$ cat src/rtl/iccm_prog_pkg.sv
// Shared state encoding and widths for the ICCM programming write buffer.
package iccm_prog_pkg;

  localparam int DataW        = 32;
  localparam int AddrWDefault = 12;

  typedef enum logic [1:0] {
    IDLE  = 2'd0,
    LOAD  = 2'd1,
    DRAIN = 2'd2,
    DONE  = 2'd3
  } prog_state_e;

endpackage

$ cat src/rtl/iccm_prog_fifo.sv
// Write-buffer FIFO between the programming controller and the ICCM write port.
// A push into a full FIFO is taken only when the head is popped in the same cycle.
module iccm_prog_fifo
  import iccm_prog_pkg::*;
#(
  parameter int Depth = 4,
  parameter int Width = AddrWDefault + DataW
) (
  input  logic             clk_i,
  input  logic             rst_i,
  input  logic             push,
  input  logic             pop,
  input  logic [Width-1:0] wdata,
  output logic [Width-1:0] head,
  output logic             full,
  output logic             empty
);

  localparam int PtrW = $clog2(Depth);

  logic [Width-1:0] mem [Depth];
  logic [PtrW:0]    wr_ptr;
  logic [PtrW:0]    rd_ptr;
  logic             do_pop;
  logic             do_push;

  // Extra MSB on each pointer tells full (MSBs differ) from empty (all equal).
  assign empty   = (wr_ptr == rd_ptr);
  assign full    = (wr_ptr[PtrW] != rd_ptr[PtrW]) &&
                   (wr_ptr[PtrW-1:0] == rd_ptr[PtrW-1:0]);
  assign do_pop  = pop && !empty;
  assign do_push = push && (!full || do_pop);
  assign head    = mem[rd_ptr[PtrW-1:0]];

  always_ff @(posedge clk_i or posedge rst_i) begin
    if (rst_i) begin
      wr_ptr <= '0;
      rd_ptr <= '0;
    end else begin
      if (do_push) wr_ptr <= wr_ptr + (PtrW+1)'(1);
      if (do_pop)  rd_ptr <= rd_ptr + (PtrW+1)'(1);
    end
  end

  always_ff @(posedge clk_i) begin
    if (do_push) mem[wr_ptr[PtrW-1:0]] <= wdata;
  end

endmodule

$ cat src/rtl/iccm_prog_buffer.sv
// Buffers UART-programmed instruction words into the ICCM write port and holds
// the core in reset while an image is loading.
//
// state | meaning
// IDLE  | no session; first write starts one
// LOAD  | accepting image words
// DRAIN | image ended; committing remaining buffered words
// DONE  | image committed; done_o pulse
module iccm_prog_buffer
  import iccm_prog_pkg::*;
#(
  parameter int Depth = 4,
  parameter int AddrW = AddrWDefault
) (
  input  logic             clk_i,
  input  logic             rst_i,
  input  logic             prog_we_i,
  input  logic [AddrW-1:0] prog_addr_i,
  input  logic [31:0]      prog_wdata_i,
  input  logic             prog_end_i,
  output logic             mem_req_o,
  output logic [AddrW-1:0] mem_addr_o,
  output logic [31:0]      mem_wdata_o,
  input  logic             mem_gnt_i,
  output logic             core_rst_o,
  output logic             busy_o,
  output logic             done_o,
  output logic             overflow_o,
  output logic [AddrW:0]   word_cnt_o
);

  localparam logic [AddrW:0] CntMax = {1'b1, {AddrW{1'b0}}};

  prog_state_e            state_q, state_d;
  logic                   push_req;
  logic                   session_start;
  logic                   pop;
  logic                   fifo_full;
  logic                   fifo_empty;
  logic                   core_rst_q;
  logic                   overflow_q;
  logic [AddrW:0]         word_cnt_q;
  logic [AddrW+DataW-1:0] head;

  assign pop = !fifo_empty && mem_gnt_i;

  iccm_prog_fifo #(
    .Depth(Depth),
    .Width(AddrW + DataW)
  ) u_fifo (
    .clk_i (clk_i),
    .rst_i (rst_i),
    .push  (push_req),
    .pop   (pop),
    .wdata ({prog_addr_i, prog_wdata_i}),
    .head  (head),
    .full  (fifo_full),
    .empty (fifo_empty)
  );

  always_comb begin
    state_d       = state_q;
    push_req      = 1'b0;
    session_start = 1'b0;
    case (state_q)
      IDLE: begin
        if (prog_we_i) begin
          push_req      = 1'b1;
          session_start = 1'b1;
          state_d       = LOAD;
        end
      end
      LOAD: begin
        push_req = prog_we_i;
        if (prog_end_i) state_d = DRAIN;
      end
      DRAIN: begin
        push_req = prog_we_i;
        if (fifo_empty && !prog_we_i) state_d = DONE;
      end
      DONE:    state_d = IDLE;
      default: state_d = IDLE;
    endcase
  end

  always_ff @(posedge clk_i or posedge rst_i) begin
    if (rst_i) begin
      state_q    <= IDLE;
      core_rst_q <= 1'b0;
      overflow_q <= 1'b0;
      word_cnt_q <= '0;
    end else begin
      state_q    <= state_d;
      core_rst_q <= (state_d == LOAD) || (state_d == DRAIN);
      if (session_start)
        overflow_q <= 1'b0;
      else if (push_req && fifo_full && !pop)
        overflow_q <= 1'b1;
      if (session_start)
        word_cnt_q <= '0;
      else if (pop && (word_cnt_q != CntMax))
        word_cnt_q <= word_cnt_q + (AddrW+1)'(1);
    end
  end

  // Head is masked while empty so the port idles at zero.
  assign mem_req_o   = !fifo_empty;
  assign mem_addr_o  = fifo_empty ? '0 : head[AddrW+DataW-1:DataW];
  assign mem_wdata_o = fifo_empty ? '0 : head[DataW-1:0];
  assign core_rst_o  = core_rst_q;
  assign busy_o      = (state_q == LOAD) || (state_q == DRAIN);
  assign done_o      = (state_q == DONE);
  assign overflow_o  = overflow_q;
  assign word_cnt_o  = word_cnt_q;

endmodule

$ cat config.mk
export PLATFORM = sky130hd
export DESIGN_NAME = iccm_prog_buffer
export DESIGN_NICKNAME = d
export VERILOG_FILES = /design/src/rtl/iccm_prog_pkg.sv /design/src/rtl/iccm_prog_fifo.sv /design/src/rtl/iccm_prog_buffer.sv
export SDC_FILE = /design/constraint.sdc
export NUM_CORES = 1
export LEC_CHECK = 0
export CAP_MARGIN = 20
export CORE_ASPECT_RATIO = 1.5
export CORE_MARGIN = 2
export CORE_UTILIZATION = 30
export CTS_BUF_LIST = sky130_fd_sc_hd__clkbuf_2
export CTS_CLUSTER_SIZE = 8
export DETAILED_ROUTE_END_ITERATION = 6
export PLACE_DENSITY_LB_ADDON = 0.2
export SLEW_MARGIN = 40
export SYNTH_ARGS = -nofsm -noshare
export SYNTH_HDL_FRONTEND = slang
export SYNTH_SLANG_ARGS = --single-unit
export TNS_END_PERCENT = 10
$ cat constraint.sdc
create_clock -name clk_i -period 5.52 [get_ports clk_i]
set_input_delay 1.38 -clock clk_i [delete_from_list [all_inputs] [get_ports clk_i]]
set_output_delay 1.38 -clock clk_i [all_outputs]
set_load 0.02 [all_outputs]
==> flow_summary.yaml <==
cts:
  clock_path_buffers: 2
  htree_levels: 4
  cts_root_buffer: "clkbuf_2"
  holdBufCountCts: 0
  cts_buffers: 17
  clk_pin_slew_worst_paths_ns: 0.27
  cts_tree: "built"
  cts.sinks: 199
  post_cts_resized: 0
  clkLatencyLatePin_ns: 0.77
  post_cts_buffers: 0
worst_setup_path:
  critPathCaptureType: "output pin"
  critical_path_arrival_ns: 3.19
  worstRegToRegCells: 5
  worst_setup_path_start_kind: "flop"
  cp_max_fo: 46
  worstSetupPathType: "reg2out"
  worstPathRequired_ns: 4.14
synthesis:
  synthCells: 416
  seq_area_frac_synth_pct: 73.1
  synth.avg_cell_area_um2: 19.3
  synth_top_cell_area_share_pct: 65.9
  synth_seq_cells: 199
  yosys_warnings: 0
  synthTopCellsByArea: "edfxtp_1, mux4_2, dfrtp_1, and2_1, ha_1"
  synth_area_mm2: 0.00801
  syn-num-nets: 479
  yosys.area.top_type: "edfxtp_1"
  synth_cell_types: 40
layout:
  area_growth_pct: 22.5
  fin_nets: 601
  final_common_cell: "edfxtp_1"
  layout_common_cells: "edfxtp_1, clkdlybuf4s50_1, mux4_2, and2_1, dfrtp_1"
  fill_cells: 2441
  drive_gt1_share_pct: 17.5
drt:
  drt_iter0_drc: 207
  wl_per_cell_um: 18.8
  post-route-drc-count: 0
  first_pass_iters: 4
  drtAntennaViolNets: 0
  wirelength_um: 16700
  num_vias: 4190
  drt-vias-per-instance: 4.72
sta:
  tns_ns: 0
  maxSlewHeadroom_pct: 46.5
  finalCritPeriodShare_pct: 82.7
  rsz0062_at_grt: "no"
  worst_slack_ns: 0.952
  min_period_ns: 4.57
  finalHoldViolations: 0
  tightest_slew_ns: 0.803
  fmax_mhz: 219
  clock_skew_ns: 0.0317
  setup_violations: 0
  report.final.slew_viol_count: 0
floorplan:
  die_x_um: 137
  coreArea_mm2: 0.0264
  ios: 111
  die_area_mm2: 0.0281
  rows: 73
  start_util_pct: 30.4
  die_y_um: 204
global_routing:
  grt_pass1_wl_um: 25600
  grt_pass1_vias: 4592
  gr-total-overflow: 0
  antenna_found_initial: 1
  grtUsageTotal_pct: 12.6
  grt_max_degree: 47
placed_design:
  gp_congestion: 0.729
  post-place-ws_ns: 1.40
  portBuffers: 110
  dpl.hpwl_um: 10700
job:
  timing.max_cap.violations: 0
power_and_ir_drop:
  power_leakage_nw: 3.23
  peakVddDrop_mv: 0.273
  p_per_area_mw_per_mm2: 559
hold_path:
  hp-class: "reg2reg"
  min_path_cells: 1
status:
  status: "completed"
-- critical path, stage by stage (launching register included) --
cell,delay [ns]
dfrtp_4,0.49
buf_6,0.55
mux4_2,0.63
and2_1,0.18
clkdlybuf4s50_1,0.54
-- layout make-up --
class / count / area, um2 / area share, %
inverters: 11 / 41.3 / 0.421
multi-input cells: 191 / 2050 / 20.9
clock buffers: 17 / 85.1 / 0.867
flip-flops and latches: 199 / 5870 / 59.8
well taps: 337 / 422 / 4.30
diodes: 1 / 2.50 / 0.0255
repair buffers: 118 / 1160 / 11.9
clock inverters: 14 / 183 / 1.86
-- worst paths after layout --
| path | start | end | slack, ns |
|---|---|---|---|
| worst min-delay path | u_fifo.rd_ptr[2]$_DFFE_PP0P_ | u_fifo.rd_ptr[2]$_DFFE_PP0P_ | 0.55 |
| worst max-delay path | u_fifo.rd_ptr[0]$_DFFE_PP0P_ | mem_wdata_o[5] | 0.95 |
| worst min register to register | u_fifo.rd_ptr[2]$_DFFE_PP0P_ | u_fifo.rd_ptr[2]$_DFFE_PP0P_ | 0.55 |
| worst max register to register | state_q[0]$_DFF_PP0_ | u_fifo.mem[0][9]$_DFFE_PP_ | 2.68 |
| max in group asynchronous | rst_i | u_fifo.rd_ptr[1]$_DFFE_PP0P_ | 4.21 |
| min in group asynchronous | rst_i | core_rst_o$_DFF_PP0_ | 0.91 |
-- metrics by stage --
step                      total power, W  utilization, %  cells  hold slack [ns]  instance area, um2
after floorplan                  0.00369               -    416            0.498                8010
after global placement           0.00480            36.1    856            0.489                9530
after detailed placement         0.00484            36.2    856            0.497                9550
after CTS                        0.00560            37.2    887            0.553                9810
after global routing             0.00581            37.2    888            0.577                9820
final                            0.00549            37.2    888            0.550                9820
-- where the power goes --
group / leakage, nW / internal (W) / total, W / switching, W
combinational: 1.17 / 0.00124 / 0.00264 / 0.00139
clock: 0.153 / 0.000292 / 0.000758 / 0.000466
sequential: 1.91 / 0.00199 / 0.00209 / 0.000105
-- layer usage --
| layer | part of all wire [%] | vias up | global-route usage [%] |
|---|---|---|---|
| met5 | 0 | - | 0 |
| met2 | 55 | 94 | 22.9 |
| met3 | 3.2 | 17 | 2.65 |
| li1 | - | 1890 | - |
| met1 | 40 | 2189 | 14.4 |
| met4 | 1.9 | 0 | 4.68 |
-- Yosys cell counts --
cell      instances
a21oi_1           9
inv_1            11
or4_1             2
a41oi_1           1
nand2_1           8
nor4_1            1
buf_4             1
nor4b_1           2
mux4_2           44
nor2_1            4
nand2b_1          1
mux2_2            1
and2_1           48
o211ai_1          2
nand3_2           1
xnor2_1           4
o21a_1            2
a211oi_1          2
dfrtp_1          23
o22a_1            1
o31ai_1           1
and3_1            1
ha_1             14
nand3_1           4
o21ai_0          11
a31o_2            3
or3_1             7
buf_2             4
nor2b_1           1
and2_0            1
a41o_1            1
buf_6             1
edfxtp_1        176
a31o_4            1
xnor2_2           2
clkbuf_1          9
xor2_1            4
and4_1            1
a31oi_2           1
nand4_1           5
-- cells by family (layout without fill, tap and decap cells) --
| family | Yosys count | count (layout) | share of synthesized area [%] |
|---|---|---|---|
| flops | 199 | 199 | 73.1 |
| simple gates | 87 | 87 | 6.53 |
| mux | 45 | 45 | 12.5 |
| compound gates | 35 | 35 | 2.95 |
| buf+inv | 26 | 160 | 1.42 |
| fa+ha+maj | 14 | 14 | 2.19 |
| xor+xnor | 10 | 10 | 1.28 |
| other cells | 0 | 1 | 0 |
-- flip-flops by register name, indices dropped and copies added (netlist names) --
register,flops
u_fifo.wr_ptr,3
core_rst_o,1
u_fifo.mem,176
u_fifo.rd_ptr,3
state_q,2
overflow_o,1
word_cnt_o,13
Power figures use the tool's default switching activity.
